**src/rtl/mmio_bus_ctrl_if.sv**
```systemverilog
// Bundled MMIO signals: two master request/response channels plus the shared
// broadcast peripheral bus with per-peripheral claim/done/read-data returns.
interface mmio_bus_ctrl_if #(
  parameter int N_SLV = 4
);
  logic                   m0_req;
  logic                   m0_we;
  logic [31:0]            m0_addr;
  logic [31:0]            m0_wdata;
  logic                   m0_ack;
  logic                   m0_err;
  logic [31:0]            m0_rdata;

  logic                   m1_req;
  logic                   m1_we;
  logic [31:0]            m1_addr;
  logic [31:0]            m1_wdata;
  logic                   m1_ack;
  logic                   m1_err;
  logic [31:0]            m1_rdata;

  logic                   mmio_read;
  logic                   mmio_write;
  logic [31:0]            mmio_addr;
  logic [31:0]            mmio_write_data;
  logic [N_SLV-1:0]       slv_work;
  logic [N_SLV-1:0]       slv_done;
  logic [32*N_SLV-1:0]    slv_rdata;

  // Controller view.
  modport master (
    input  m0_req, m0_we, m0_addr, m0_wdata,
    output m0_ack, m0_err, m0_rdata,
    input  m1_req, m1_we, m1_addr, m1_wdata,
    output m1_ack, m1_err, m1_rdata,
    output mmio_read, mmio_write, mmio_addr, mmio_write_data,
    input  slv_work, slv_done, slv_rdata
  );

  // Environment view: masters and peripherals.
  modport slave (
    output m0_req, m0_we, m0_addr, m0_wdata,
    input  m0_ack, m0_err, m0_rdata,
    output m1_req, m1_we, m1_addr, m1_wdata,
    input  m1_ack, m1_err, m1_rdata,
    input  mmio_read, mmio_write, mmio_addr, mmio_write_data,
    output slv_work, slv_done, slv_rdata
  );
endinterface

```
**src/rtl/mmio_bus_ctrl.sv**
```systemverilog
// Round-robin two-master MMIO sequencer with claim checking, done wait and timeout.
// Access takes IDLE grant + ISSUE (>=1 cycle) + RESP ack; masters hold req until ack.
module mmio_bus_ctrl #(
  parameter int N_SLV   = 4,
  parameter int TMO_CYC = 255
) (
  input  logic            sys_clk,
  input  logic            rst_n,
  mmio_bus_ctrl_if.master bus
);
  localparam int IW = (N_SLV > 1) ? $clog2(N_SLV) : 1;

  typedef enum logic [1:0] {S_IDLE, S_ISSUE, S_RESP} state_t;

  state_t        state_q, state_d;
  logic          last_gnt_q, last_gnt_d;
  logic          gnt_q, gnt_d;
  logic          we_q, we_d;
  logic [31:0]   addr_q, addr_d;
  logic [31:0]   wdata_q, wdata_d;
  logic          rd_q, rd_d;
  logic          wr_q, wr_d;
  logic [7:0]    cnt_q, cnt_d;
  logic [IW-1:0] claim_q, claim_d;
  logic          ack0_q, ack0_d;
  logic          ack1_q, ack1_d;
  logic          err_q, err_d;
  logic [31:0]   rdata_q, rdata_d;

  logic [3:0]    n_claim;
  logic [IW-1:0] enc_idx;
  logic [IW-1:0] cur_idx;
  logic          sel_done;
  logic [31:0]   sel_rdata;
  logic          first;
  logic          grant_m1;
  logic          finish;
  logic          fin_err;

  always_comb begin
    n_claim = '0;
    enc_idx = '0;
    for (int i = 0; i < N_SLV; i++) begin
      if (bus.slv_work[i]) begin
        n_claim = n_claim + 4'd1;
        enc_idx = IW'(i);
      end
    end
  end

  // Counter is zero only in the first ISSUE cycle, where the live decode is used.
  assign first   = (cnt_q == 8'd0);
  assign cur_idx = first ? enc_idx : claim_q;

  always_comb begin
    sel_done  = 1'b0;
    sel_rdata = '0;
    for (int i = 0; i < N_SLV; i++) begin
      if (cur_idx == IW'(i)) begin
        sel_done  = bus.slv_done[i];
        sel_rdata = bus.slv_rdata[32*i +: 32];
      end
    end
  end

  always_comb begin
    state_d    = state_q;
    last_gnt_d = last_gnt_q;
    gnt_d      = gnt_q;
    we_d       = we_q;
    addr_d     = addr_q;
    wdata_d    = wdata_q;
    rd_d       = rd_q;
    wr_d       = wr_q;
    cnt_d      = cnt_q;
    claim_d    = claim_q;
    ack0_d     = 1'b0;
    ack1_d     = 1'b0;
    err_d      = 1'b0;
    rdata_d    = '0;
    grant_m1   = 1'b0;
    finish     = 1'b0;
    fin_err    = 1'b0;

    case (state_q)
      S_IDLE: begin
        if (bus.m0_req || bus.m1_req) begin
          grant_m1   = (bus.m0_req && bus.m1_req) ? !last_gnt_q : bus.m1_req;
          gnt_d      = grant_m1;
          last_gnt_d = grant_m1;
          we_d       = grant_m1 ? bus.m1_we    : bus.m0_we;
          addr_d     = grant_m1 ? bus.m1_addr  : bus.m0_addr;
          wdata_d    = grant_m1 ? bus.m1_wdata : bus.m0_wdata;
          rd_d       = !we_d;
          wr_d       = we_d;
          cnt_d      = 8'd0;
          state_d    = S_ISSUE;
        end
      end
      S_ISSUE: begin
        if (first && (n_claim != 4'd1)) begin
          finish  = 1'b1;
          fin_err = 1'b1;
        end else begin
          claim_d = cur_idx;
          if (sel_done) begin
            finish = 1'b1;
          end else begin
            cnt_d = cnt_q + 8'd1;
            if (cnt_d == 8'(TMO_CYC)) begin
              finish  = 1'b1;
              fin_err = 1'b1;
            end
          end
        end
      end
      S_RESP: begin
        state_d = S_IDLE;
      end
      default: begin
        state_d = S_IDLE;
      end
    endcase

    if (finish) begin
      state_d = S_RESP;
      rd_d    = 1'b0;
      wr_d    = 1'b0;
      ack0_d  = !gnt_q;
      ack1_d  = gnt_q;
      err_d   = fin_err;
      rdata_d = (fin_err || we_q) ? 32'd0 : sel_rdata;
    end
  end

  always_ff @(posedge sys_clk) begin
    if (!rst_n) begin
      state_q    <= S_IDLE;
      last_gnt_q <= 1'b1;
      gnt_q      <= 1'b0;
      we_q       <= 1'b0;
      addr_q     <= '0;
      wdata_q    <= '0;
      rd_q       <= 1'b0;
      wr_q       <= 1'b0;
      cnt_q      <= '0;
      claim_q    <= '0;
      ack0_q     <= 1'b0;
      ack1_q     <= 1'b0;
      err_q      <= 1'b0;
      rdata_q    <= '0;
    end else begin
      state_q    <= state_d;
      last_gnt_q <= last_gnt_d;
      gnt_q      <= gnt_d;
      we_q       <= we_d;
      addr_q     <= addr_d;
      wdata_q    <= wdata_d;
      rd_q       <= rd_d;
      wr_q       <= wr_d;
      cnt_q      <= cnt_d;
      claim_q    <= claim_d;
      ack0_q     <= ack0_d;
      ack1_q     <= ack1_d;
      err_q      <= err_d;
      rdata_q    <= rdata_d;
    end
  end

  assign bus.mmio_read       = rd_q;
  assign bus.mmio_write      = wr_q;
  assign bus.mmio_addr       = addr_q;
  assign bus.mmio_write_data = wdata_q;
  assign bus.m0_ack          = ack0_q;
  assign bus.m1_ack          = ack1_q;
  assign bus.m0_err          = ack0_q & err_q;
  assign bus.m1_err          = ack1_q & err_q;
  assign bus.m0_rdata        = ack0_q ? rdata_q : 32'd0;
  assign bus.m1_rdata        = ack1_q ? rdata_q : 32'd0;
endmodule

```
**src/flat_wrapper.sv**
```systemverilog
// flat-port wrapper written by rule: the top's interface ports become plain ports
module mmio_bus_ctrl_flat 
#(
  parameter int N_SLV   = 4,
  parameter int TMO_CYC = 255
)
  (sys_clk, rst_n, bus_m0_req, bus_m0_we, bus_m0_addr, bus_m0_wdata, bus_m0_ack, bus_m0_err, bus_m0_rdata, bus_m1_req, bus_m1_we, bus_m1_addr, bus_m1_wdata, bus_m1_ack, bus_m1_err, bus_m1_rdata, bus_mmio_read, bus_mmio_write, bus_mmio_addr, bus_mmio_write_data, bus_slv_work, bus_slv_done, bus_slv_rdata);
  mmio_bus_ctrl_if #(.N_SLV(N_SLV)) bus_i ();
  input  logic sys_clk;
  input  logic rst_n;
  input wire logic [$bits(bus_i.m0_req)-1:0] bus_m0_req;
  input wire logic [$bits(bus_i.m0_we)-1:0] bus_m0_we;
  input wire logic [$bits(bus_i.m0_addr)-1:0] bus_m0_addr;
  input wire logic [$bits(bus_i.m0_wdata)-1:0] bus_m0_wdata;
  output wire logic [$bits(bus_i.m0_ack)-1:0] bus_m0_ack;
  output wire logic [$bits(bus_i.m0_err)-1:0] bus_m0_err;
  output wire logic [$bits(bus_i.m0_rdata)-1:0] bus_m0_rdata;
  input wire logic [$bits(bus_i.m1_req)-1:0] bus_m1_req;
  input wire logic [$bits(bus_i.m1_we)-1:0] bus_m1_we;
  input wire logic [$bits(bus_i.m1_addr)-1:0] bus_m1_addr;
  input wire logic [$bits(bus_i.m1_wdata)-1:0] bus_m1_wdata;
  output wire logic [$bits(bus_i.m1_ack)-1:0] bus_m1_ack;
  output wire logic [$bits(bus_i.m1_err)-1:0] bus_m1_err;
  output wire logic [$bits(bus_i.m1_rdata)-1:0] bus_m1_rdata;
  output wire logic [$bits(bus_i.mmio_read)-1:0] bus_mmio_read;
  output wire logic [$bits(bus_i.mmio_write)-1:0] bus_mmio_write;
  output wire logic [$bits(bus_i.mmio_addr)-1:0] bus_mmio_addr;
  output wire logic [$bits(bus_i.mmio_write_data)-1:0] bus_mmio_write_data;
  input wire logic [$bits(bus_i.slv_work)-1:0] bus_slv_work;
  input wire logic [$bits(bus_i.slv_done)-1:0] bus_slv_done;
  input wire logic [$bits(bus_i.slv_rdata)-1:0] bus_slv_rdata;
  assign bus_i.m0_req = bus_m0_req;
  assign bus_i.m0_we = bus_m0_we;
  assign bus_i.m0_addr = bus_m0_addr;
  assign bus_i.m0_wdata = bus_m0_wdata;
  assign bus_m0_ack = bus_i.m0_ack;
  assign bus_m0_err = bus_i.m0_err;
  assign bus_m0_rdata = bus_i.m0_rdata;
  assign bus_i.m1_req = bus_m1_req;
  assign bus_i.m1_we = bus_m1_we;
  assign bus_i.m1_addr = bus_m1_addr;
  assign bus_i.m1_wdata = bus_m1_wdata;
  assign bus_m1_ack = bus_i.m1_ack;
  assign bus_m1_err = bus_i.m1_err;
  assign bus_m1_rdata = bus_i.m1_rdata;
  assign bus_mmio_read = bus_i.mmio_read;
  assign bus_mmio_write = bus_i.mmio_write;
  assign bus_mmio_addr = bus_i.mmio_addr;
  assign bus_mmio_write_data = bus_i.mmio_write_data;
  assign bus_i.slv_work = bus_slv_work;
  assign bus_i.slv_done = bus_slv_done;
  assign bus_i.slv_rdata = bus_slv_rdata;
  mmio_bus_ctrl #(.N_SLV(N_SLV), .TMO_CYC(TMO_CYC)) u_core (.sys_clk(sys_clk), .rst_n(rst_n), .bus(bus_i));
endmodule
```
**config.mk**
```make
export PLATFORM = sky130hd
export DESIGN_NAME = mmio_bus_ctrl_flat
export DESIGN_NICKNAME = d
export VERILOG_FILES = /design/src/rtl/mmio_bus_ctrl_if.sv /design/src/rtl/mmio_bus_ctrl.sv /design/src/flat_wrapper.sv
export SDC_FILE = /design/constraint.sdc
export NUM_CORES = 1
export LEC_CHECK = 0
export CAP_MARGIN = 25
export CORE_ASPECT_RATIO = 0.5
export CORE_MARGIN = 2
export CORE_UTILIZATION = 25
export CTS_CLUSTER_SIZE = 24
export DETAILED_ROUTE_END_ITERATION = 8
export GPL_ROUTABILITY_DRIVEN = 0
export PLACE_DENSITY = 0.69
export SYNTH_ARGS = -nofsm -noshare
export SYNTH_HDL_FRONTEND = slang
export SYNTH_SLANG_ARGS = --single-unit
```
**constraint.sdc**
```tcl
create_clock -name sys_clk -period 6 [get_ports sys_clk]
set_input_delay 0.6 -clock sys_clk [delete_from_list [all_inputs] [get_ports sys_clk]]
set_output_delay 0.6 -clock sys_clk [all_outputs]
set_load 0.05 [all_outputs]
```
==> results.yml, run 1 <==
placed_design:
  place_area_um2: 10400
  port_buffers: 403
  hpwlAfterDp_um: 18100
  numPlacedInstances: 1295
setup_path:
  crit_fanout: 32
  r2r-start: "u_core.cnt_q[0]"
  cp-end-kind: "flip-flop"
  start_kind: "flip-flop"
  worst_r2r_path_depth: 10
  r2r-end: "u_core.rdata_q[18]"
  crit_type: "reg2reg"
  cp.required_ps: 6350
  worst-r2r-setup-slack_ps: 2440
  arrival_ps: 3910
clock_tree:
  path_clk_slew_ps: 50
  cts_root_buffer: "clkbuf_16"
  numCtsBuffers: 17
  cts.sinks: 116
  cts_tree: "built"
  clockBufferDepth: 2
  cts_resized: 0
  hold_buffers: 0
  post-cts-setup-buffers: 0
  worstSkewPairLatency_ps: 410
  cts_htree_levels: 4
cells_and_area:
  drive_above_1_share_pct: 8.00
  final_cell_area_um2: 11100
  nNetsFinal: 1277
  final_core_util_pct: 46.2
  fin_cells: 1329
  syn_to_final_growth_pct: 81.9
grt:
  antenna_found_initial: 1
  grt_pass1_vias: 5885
  grt_overflow: 0
  grt_pass1_wl_um: 33200
  grt_usage_pct: 16.9
  grt_max_degree: 117
floorplan:
  die_w_um: 225
  initial_core_util_pct: 25.4
  fp.dieArea_um2: 25700
  core-area_um2: 24000
  num_rows: 40
  die_h_um: 114
  ioPinCount: 404
logic_synthesis:
  synth_top_area_share_pct: 38.1
  synth_area_leaders: "dfxtp_1 (38%), mux4_2 (12%), mux2i_1 (11%)"
  netlist_instances: 622
  synth-edff-count: 0
  synth_seq_cells: 116
  synth_fp_nets: 898
  synth_cell_types: 50
  synthArstFlopShare_pct: 0
  yosysSeqAreaShare_pct: 38.1
  synth_xor_area_share_pct: 0.575
  syn_avg_cell_area_um2: 9.79
  synth_area_um2: 6090
  ys_warn_count: 0
  muxShareOfSynthArea_pct: 23.3
  synth_compound_area_share_pct: 12.7
  synth_fa_ha_area_share_pct: 1.23
  synth_area_leader_cell: "dfxtp_1"
  synthMostInstantiatedCell: "dfxtp_1"
  synth_top_family_by_area: "multiplexers"
  synth_flop_cell: "dfxtp_1"
  ys_top_cells_by_count: "dfxtp_1 (116), and2_1 (99), nor2_1 (75), mux2i_1 (68), a211oi_1 (65)"
  synth-simple-area-share_pct: 20.0
min_path:
  hp-start: "u_core.gnt_q"
  holdPathStages: 1
  min_to: "u_core.bus.m0_ack"
  hold_class: "reg2reg"
drt:
  vias: 6056
  drt_iter0_markers: 347
  wl_per_cell_um: 17.2
  postRouteAntennaNets: 0
  via_per_inst: 4.56
  wl_um: 22800
  firstDrtPassIters: 5
  drc_errors: 0
sta:
  relSlewSlack_pct: 34.1
  finalCriticalPeriod_ps: 3560
  slew_violations: 0
  rsz0062_at_grt: "false"
  tns_ps: 0
  fin_skew_ps: 5.78
  hold_viol: 0
  fin_crit_sh_pct: 59.3
  worstMarginPinSlew_ps: 988
  fmax_mhz: 281
  report.final.setup_viol: 0
pwr:
  pwr-share-seq_pct: 31.3
  powerDensity_nw_per_um2: 255
  p_sw_mw: 0.865
  leakage_nw: 4.13
  p_sw_share_pct: 30.7
  pwr-share-comb_pct: 30.6
  internal_power_mw: 1.96
  design_power_total_mw: 2.82
  ir_worst_vdd_v: 0.000144
  pwr-share-clk_pct: 38.1
run_status:
  status: "finished clean"
job:
  drv_cap: 0
==> through the flow <==
| step | setup WS, ps | hold WS (ps) |
|---|---|---|
| 6_report | 2440 | 449 |
| 2_1_floorplan | 3390 | 406 |
| 3_5_place_dp | 2190 | 447 |
| 4_1_cts | 2440 | 455 |
| 3_3_place_gp | 2300 | 454 |
| 5_1_grt | 2180 | 494 |
==> state kept, by name (all words and copies together), names as in the netlist <==
register	count
u_core.bus.mmio_addr	32
u_core.bus.mmio_write_data	32
u_core.rdata_q	32
u_core.cnt_q	8
u_core.claim_q	2
u_core.state_q	2
u_core.bus.m0_ack	1
u_core.bus.m1_ack	1
u_core.bus.mmio_read	1
u_core.bus.mmio_write	1
u_core.err_q	1
u_core.gnt_q	1
u_core.last_gnt_q	1
u_core.we_q	1
==> cells in the final DEF, fill, tap and decap left out, types with 6 or more instances in the layout <==
cell,synthesis,layout
ha_1,6,6
nor2_1,75,75
mux2i_1,68,68
and2_1,99,99
nand2_1,17,17
nand3_1,14,14
buf_4,4,6
a21oi_1,11,11
inv_1,7,6
a211oi_1,65,65
o21ai_0,6,6
dfxtp_1,116,116
clkdlybuf4s50_1,0,403
clkbuf_16,0,17
mux4_2,32,32
==> per-layer routing <==
metal | part of all wire [%] | vias to the layer above | track usage, % | wire length, um
li1 | - | 3000 | - | -
met5 | 0 | - | 0 | 0
met2 | 52 | 172 | 30.2 | 11900
met3 | 4.7 | 22 | 3.03 | 1080
met4 | 1.3 | 0 | 5.52 | 291
met1 | 42 | 2862 | 20.7 | 9610
==> cells by family after synthesis <==
group,Yosys count
AND/OR/NAND/NOR,228
flip-flops,116
AO/OA/AOI/OAI,108
multiplexers,101
buffers and inverters,59
adder cells (fa/ha/maj),6
XOR/XNOR,4
==> worst max-delay path by stage <==
stage                    start                 end  slack [ps]  cells after the start
6_report       u_core.cnt_q[0]  u_core.rdata_q[18]        2440                     10
5_1_grt        u_core.cnt_q[0]  u_core.rdata_q[18]        2180                     10
4_1_cts        u_core.cnt_q[0]  u_core.rdata_q[18]        2440                     10
3_5_place_dp   bus_slv_work[1]     u_core.cnt_q[0]        2190                     10
3_3_place_gp   bus_slv_work[1]     u_core.cnt_q[0]        2300                     10
2_1_floorplan  bus_slv_work[0]     u_core.cnt_q[3]        3390                     10
==> power by group through the flow <==
stage | sequential (mW) | combinational, mW | clock [mW]
2_1_floorplan | 1.10 | 0.284 | 0
3_3_place_gp | 0.899 | 0.850 | 0
3_5_place_dp | 0.901 | 0.863 | 0
4_1_cts | 0.886 | 0.866 | 1.10
5_1_grt | 0.893 | 0.913 | 1.13
6_report | 0.883 | 0.865 | 1.07
==> area by class of cell <==
| type | count | area (um^2) |
|---|---|---|
| clock buffers | 22 | 464 |
| inverters | 7 | 26.3 |
| multi-input cells | 447 | 3550 |
| repair buffers | 412 | 4160 |
| fillers | 2272 | 12900 |
| clock inverters | 9 | 153 |
| diodes | 1 | 2.50 |
| well taps | 315 | 394 |
| flip-flops and latches | 116 | 2320 |
==> critical path: stages, from the launching register on <==
cell	delay, ps
dfxtp_1	350
inv_1	130
ha_1	170
nor4b_2	410
nand2_1	310
o21ai_4	650
buf_16	250
mux2_4	410
nor4_4	260
buf_4	340
and2_1	190
(Power assumes the default switching activity.)
==> run 2, diff against run 1 <==
clock period = 3.7 ns   (was 6 ns; I/O delays follow)
==> run 2 against run 1 <==
Sequential share of layout area barely moved. Design area rose by 0.20%. Global-route usage rose by 0.12 points. Register-to-register slack got worse by 1600 ps. Critical endpoint is now u_core.rdata_q[20].
==> results.yml, run 2 (synthesized netlist as in run 1, its figures left out) <==
sta:
  hold_slack_ps: 476
  tns_ps: 0
  fin_skew_ps: 10.5
  finalCriticalPeriod_ps: 2850
  slew_violations: 0
  report.final.setup_viol: 0
  fin_crit_sh_pct: 77.0
  rsz0062_at_grt: "false"
  relSlewSlack_pct: 47.4
  fmax_mhz: 351
  setup_slack_ps: 849
  worstMarginPinSlew_ps: 789
  hold_viol: 0
setup_path:
  worstSetupStartpoint: "u_core.cnt_q[0]"
  r2r-start: "u_core.cnt_q[0]"
  r2r-end: "u_core.rdata_q[20]"
  worst_r2r_path_depth: 9
  cp.required_ps: 4060
  arrival_ps: 3210
  crit_fanout: 32
  start_kind: "flip-flop"
  crit_end: "u_core.rdata_q[20]"
  worst-r2r-setup-slack_ps: 850
  cp-end-kind: "flip-flop"
  crit_type: "reg2reg"
drt:
  drt_iter0_markers: 229
  vias: 6117
  postRouteAntennaNets: 0
  via_per_inst: 4.59
  wl_um: 22700
  firstDrtPassIters: 4
  wl_per_cell_um: 17.0
  drc_errors: 0
clock_tree:
  cts_resized: 0
  path_clk_slew_ps: 60
  post-cts-setup-buffers: 0
  numCtsBuffers: 17
  clockBufferDepth: 2
  hold_buffers: 0
  cts_htree_levels: 4
  cts.sinks: 116
  cts_tree: "built"
  worstSkewPairLatency_ps: 410
  cts_root_buffer: "clkbuf_16"
placed_design:
  place_area_um2: 10400
  hpwlAfterDp_um: 18400
  numPlacedInstances: 1300
  dpl_worst_slack_ps: 498
  port_buffers: 403
floorplan:
  fp.dieArea_um2: 25700
  initial_core_util_pct: 25.4
  ioPinCount: 404
  num_rows: 40
  core-area_um2: 24000
  die_h_um: 114
  die_w_um: 225
cells_and_area:
  mostFrequentLayoutCells: "clkdlybuf4s50_1 (403), dfxtp_1 (116), and2_1 (99)"
  syn_to_final_growth_pct: 82.3
  final_core_util_pct: 46.3
  antenna_cells: 0
  final_common_cell: "clkdlybuf4s50_1"
  final_cell_area_um2: 11100
  fin_cells: 1332
  n_fill_cell: 2241
  nNetsFinal: 1280
  drive_above_1_share_pct: 8.26
grt:
  grt_pass1_wl_um: 33800
  grt_pass1_vias: 6153
  antenna_found_initial: 0
  grt_usage_pct: 17.0
  grt_overflow: 0
  grt_max_degree: 76
run_status:
  status: "finished clean"
pwr:
  pwr-share-clk_pct: 39.8
  internal_power_mw: 3.31
  design_power_total_mw: 4.71
  pwr-share-seq_pct: 30.4
  p_sw_share_pct: 29.7
  powerDensity_nw_per_um2: 424
  p_sw_mw: 1.40
  ir_worst_vdd_v: 0.000217
  leakage_nw: 4.16
  pwr-share-comb_pct: 29.8
job:
  drv_cap: 0
min_path:
  hp-start: "u_core.gnt_q"
  hold_class: "reg2reg"
==> run 2: cell count changes in the layout (fill, tap and decap cells not counted), sizes merged <==
| cell | delta |
|---|---|
| buf | +3 |
| clkinv | +1 |
| diode | -1 |
| clkinvlp | -3 |
| bufinv | +2 |
| clkbuf | +1 |
==> run 2: critical path: stages (launching register included) <==
cell	delay [ps]
dfxtp_1	340
inv_1	100
ha_1	170
nor4b_2	430
nand2_1	320
o21ai_4	230
mux2_4	410
nor4_4	260
buf_4	310
and2_1	190
==> run 2: power by group through the flow <==
stage | clock, mW | sequential [mW] | combinational, mW
floorplan | 0 | 1.79 | 0.461
global placement | 0 | 1.45 | 1.40
detailed placement | 0 | 1.46 | 1.41
CTS | 1.93 | 1.43 | 1.42
global route | 1.99 | 1.45 | 1.49
finish | 1.87 | 1.43 | 1.41
==> run 2: how the worst min path moves through the flow <==
| stage | end | cells past startpoint |
|---|---|---|
| 5_1_grt | u_core.bus.m0_ack | 1 |
| 6_report | u_core.bus.m0_ack | 1 |
| 2_1_floorplan | u_core.bus.m0_ack | 1 |
| 3_3_place_gp | u_core.bus.m0_ack | 1 |
| 4_1_cts | u_core.bus.m0_ack | 1 |
| 3_5_place_dp | u_core.bus.m0_ack | 1 |
==> run 2: layout make-up <==
| cell class | instances | area, um^2 | share of cell area [%] |
|---|---|---|---|
| flip-flops and latches | 116 | 2320 | 20.9 |
| inverters | 7 | 26.3 | 0.237 |
| repair buffers | 415 | 4140 | 37.3 |
| well taps | 315 | 394 | 3.55 |
| clock inverters | 9 | 199 | 1.79 |
| clock buffers | 23 | 468 | 4.22 |
| multi-input cells | 447 | 3550 | 32.0 |
==> run 2: per-layer routing <==
layer  global-route usage (%)  wire, um  vias to the layer above
li1                         -         -                     3018
met1                     20.3      9240                     2896
met2                     30.5     11800                      177
met3                     3.52      1260                       26
met4                     5.92       367                        0
met5                        0         0                        -
==> run 3, diff against run 2 <==
PLACE_DENSITY = 0.71   (was 0.69)
clock period = 2.4 ns   (was 3.7 ns; I/O delays follow)
==> run 3 against run 2 <==
The run now ends with negative setup slack left. Worst setup slack lost 870 ps. Sequential power grew 54%. First-iteration DRC count grew 27%. Power grew 48%. Combinational power grew 65%. Final cell count grew 3.2%. Register-to-register slack lost 860 ps. Sequential cell count is the same. Die area is the same. Clock power grew 29%. Core utilization grew 1.3 points. Largest cell class unchanged. Largest power group unchanged. Highest routed layer unchanged.
==> results.yml, run 3 (synthesized netlist as in run 1, its figures left out) <==
run_status:
  status: "finished with violations"
  violations: "negative setup slack"
drt:
  postRouteAntennaNets: 0
  firstDrtPassIters: 5
  wl_per_cell_um: 17.2
  vias: 6360
  via_per_inst: 4.63
  drt_iter0_markers: 291
  drc_errors: 0
  wl_um: 23700
floorplan:
  core-area_um2: 24000
  die_w_um: 225
  num_rows: 40
  die_h_um: 114
  initial_core_util_pct: 25.4
  fp.dieArea_um2: 25700
  ioPinCount: 404
setup_path:
  crit_fanout: 8
  cp.required_ps: 2750
  worstPathCellList: "clkdlybuf4s50_1 -> inv_1 -> ha_4 -> xor2_2 -> ha_1 -> o21ai_1 -> a31oi_1 -> buf_4 -> nor4_4 -> buf_4 -> buf_6 -> clkbuf_16 -> and2_1"
  r2r-end: "u_core.rdata_q[13]"
  critPathMostFrequentCell: "buf_4"
  crit_type: "in2reg"
  r2r-start: "u_core.cnt_q[0]"
  start_kind: "primary input"
  arrival_ps: 2770
  slowest_delay_ps: 490
  cp-end-kind: "flip-flop"
  worst_r2r_path_depth: 11
  slowest_stage: "clkdlybuf4s50_1"
  worst-r2r-setup-slack_ps: -10
sta:
  hold_viol: 0
  fin_skew_ps: 11.0
  slew_violations: 0
  worstMarginPinSlew_ps: 613
  finalCriticalPeriod_ps: 2420
  setup_slack_ps: -20.8
  report.final.setup_viol: 16
  tns_ps: -181
  rsz0062_at_grt: "true"
  relSlewSlack_pct: 59.0
  fin_crit_sh_pct: 101
  fmax_mhz: 413
grt:
  grt_max_degree: 87
  grt_usage_pct: 17.6
  grt_pass1_vias: 6322
  grt_pass1_wl_um: 34700
  antenna_found_initial: 0
  grt_overflow: 0
clock_tree:
  hold_buffers: 0
  path_clk_slew_ps: 50
  cts_root_buffer: "clkbuf_16"
  clockBufferDepth: 2
  numCtsBuffers: 17
  cts_tree: "built"
  cts_htree_levels: 4
  worstSkewPairLatency_ps: 410
  cts.sinks: 116
pwr:
  ir_worst_vdd_v: 0.000330
  pwr-share-comb_pct: 33.6
  pwr-share-clk_pct: 34.8
  p_sw_share_pct: 31.9
  pwr-share-seq_pct: 31.6
  leakage_nw: 4.54
  powerDensity_nw_per_um2: 609
  p_sw_mw: 2.22
  internal_power_mw: 4.73
cells_and_area:
  nNetsFinal: 1322
  final_cell_area_um2: 11400
  mostFrequentLayoutCells: "clkdlybuf4s50_1 (335), dfxtp_1 (114), buf_4 (106)"
  register_area_um2: 2320
  antenna_cells: 0
  n_fill_cell: 2244
  drive_above_1_share_pct: 20.4
  syn_to_final_growth_pct: 87.5
  final_common_cell: "clkdlybuf4s50_1"
  multiInputGateArea_um2: 3660
min_path:
  holdPathStages: 3
  min_to: "u_core.bus.mmio_addr[2]"
  hp-start: "bus_m0_addr[2]"
  hold_class: "in2reg"
placed_design:
  port_buffers: 403
  place_area_um2: 10600
  hpwlAfterDp_um: 18700
job:
  drv_cap: 0
## run 3: cell count changes in the layout (fill, tap and decap cells not counted), sizes merged
cell	before	now
buf	12	121
clkinvlp	0	2
bufinv	6	2
clkdlybuf4s50	403	335
clkinv	3	6
## run 3: metrics by stage
stage | cells | power (mW) | hold slack (ps) | util [%] | setup slack [ps]
3_5_place_dp | 1332 | 4.53 | 453 | 44.2 | -481
5_1_grt | 1374 | 7.27 | 455 | 47.6 | -142
4_1_cts | 1373 | 7.02 | 446 | 47.3 | 5.01
2_1_floorplan | 622 | 3.48 | 406 | - | 13.0
3_3_place_gp | 1332 | 4.50 | 448 | 44.2 | -400
6_report | 1374 | 6.95 | 464 | 47.6 | -20.8
## run 3: what timing repair did
action	in CTS	in global routing
hold endpoints to repair	0	0
resized for setup	15	17
setup buffers	7	0
endpoints found under the setup margin	36	42
pin swaps	4	3
gates cloned	2	1
## run 3: power groups by stage
stage	Combinational [mW]	Sequential (mW)	Clock (mW)
2_1_floorplan	0.714	2.76	0
3_3_place_gp	2.27	2.23	0
3_5_place_dp	2.29	2.24	0
4_1_cts	2.33	2.20	2.49
5_1_grt	2.47	2.22	2.59
6_report	2.33	2.20	2.42
## run 3: worst max-delay path, delay by kind of cell
| family | cells | cell delay (ps) |
|---|---|---|
| compound gates | 2 | 300 |
| fa+ha+maj | 2 | 540 |
| buf+inv | 6 | 1190 |
| simple gates | 2 | 360 |
| xor+xnor | 1 | 150 |
## run 3: worst max-delay path by stage
stage               slack, ps            start  cells after the start              endpoint
finish                    -20  bus_slv_work[0]                     13    u_core.rdata_q[13]
global route             -140  u_core.cnt_q[0]                     11    u_core.rdata_q[28]
CTS                         5  u_core.cnt_q[1]                     11       u_core.cnt_q[1]
detailed placement       -480  bus_slv_work[0]                     11  u_core.bus.mmio_read
global placement         -400  bus_slv_work[0]                     11  u_core.bus.mmio_read
floorplan                  10  u_core.cnt_q[0]                      9    u_core.rdata_q[10]
## run 3: final cells by class
type / instances / share of cell area [%]
clock buffers: 22 / 3.89
clock inverters: 10 / 0.953
inverters: 7 / 0.230
multi-input cells: 447 / 32.0
flip-flops and latches: 116 / 20.4
well taps: 315 / 3.45
repair buffers: 457 / 39.1
## run 3: layer usage
| layer | vias to the layer above | wire, um | GRT usage, % |
|---|---|---|---|
| met5 | - | 0 | 0 |
| met4 | 0 | 333 | 5.52 |
| met3 | 23 | 1310 | 3.31 |
| met2 | 212 | 12200 | 31.2 |
| met1 | 3042 | 9870 | 21.8 |
| li1 | 3083 | - | - |
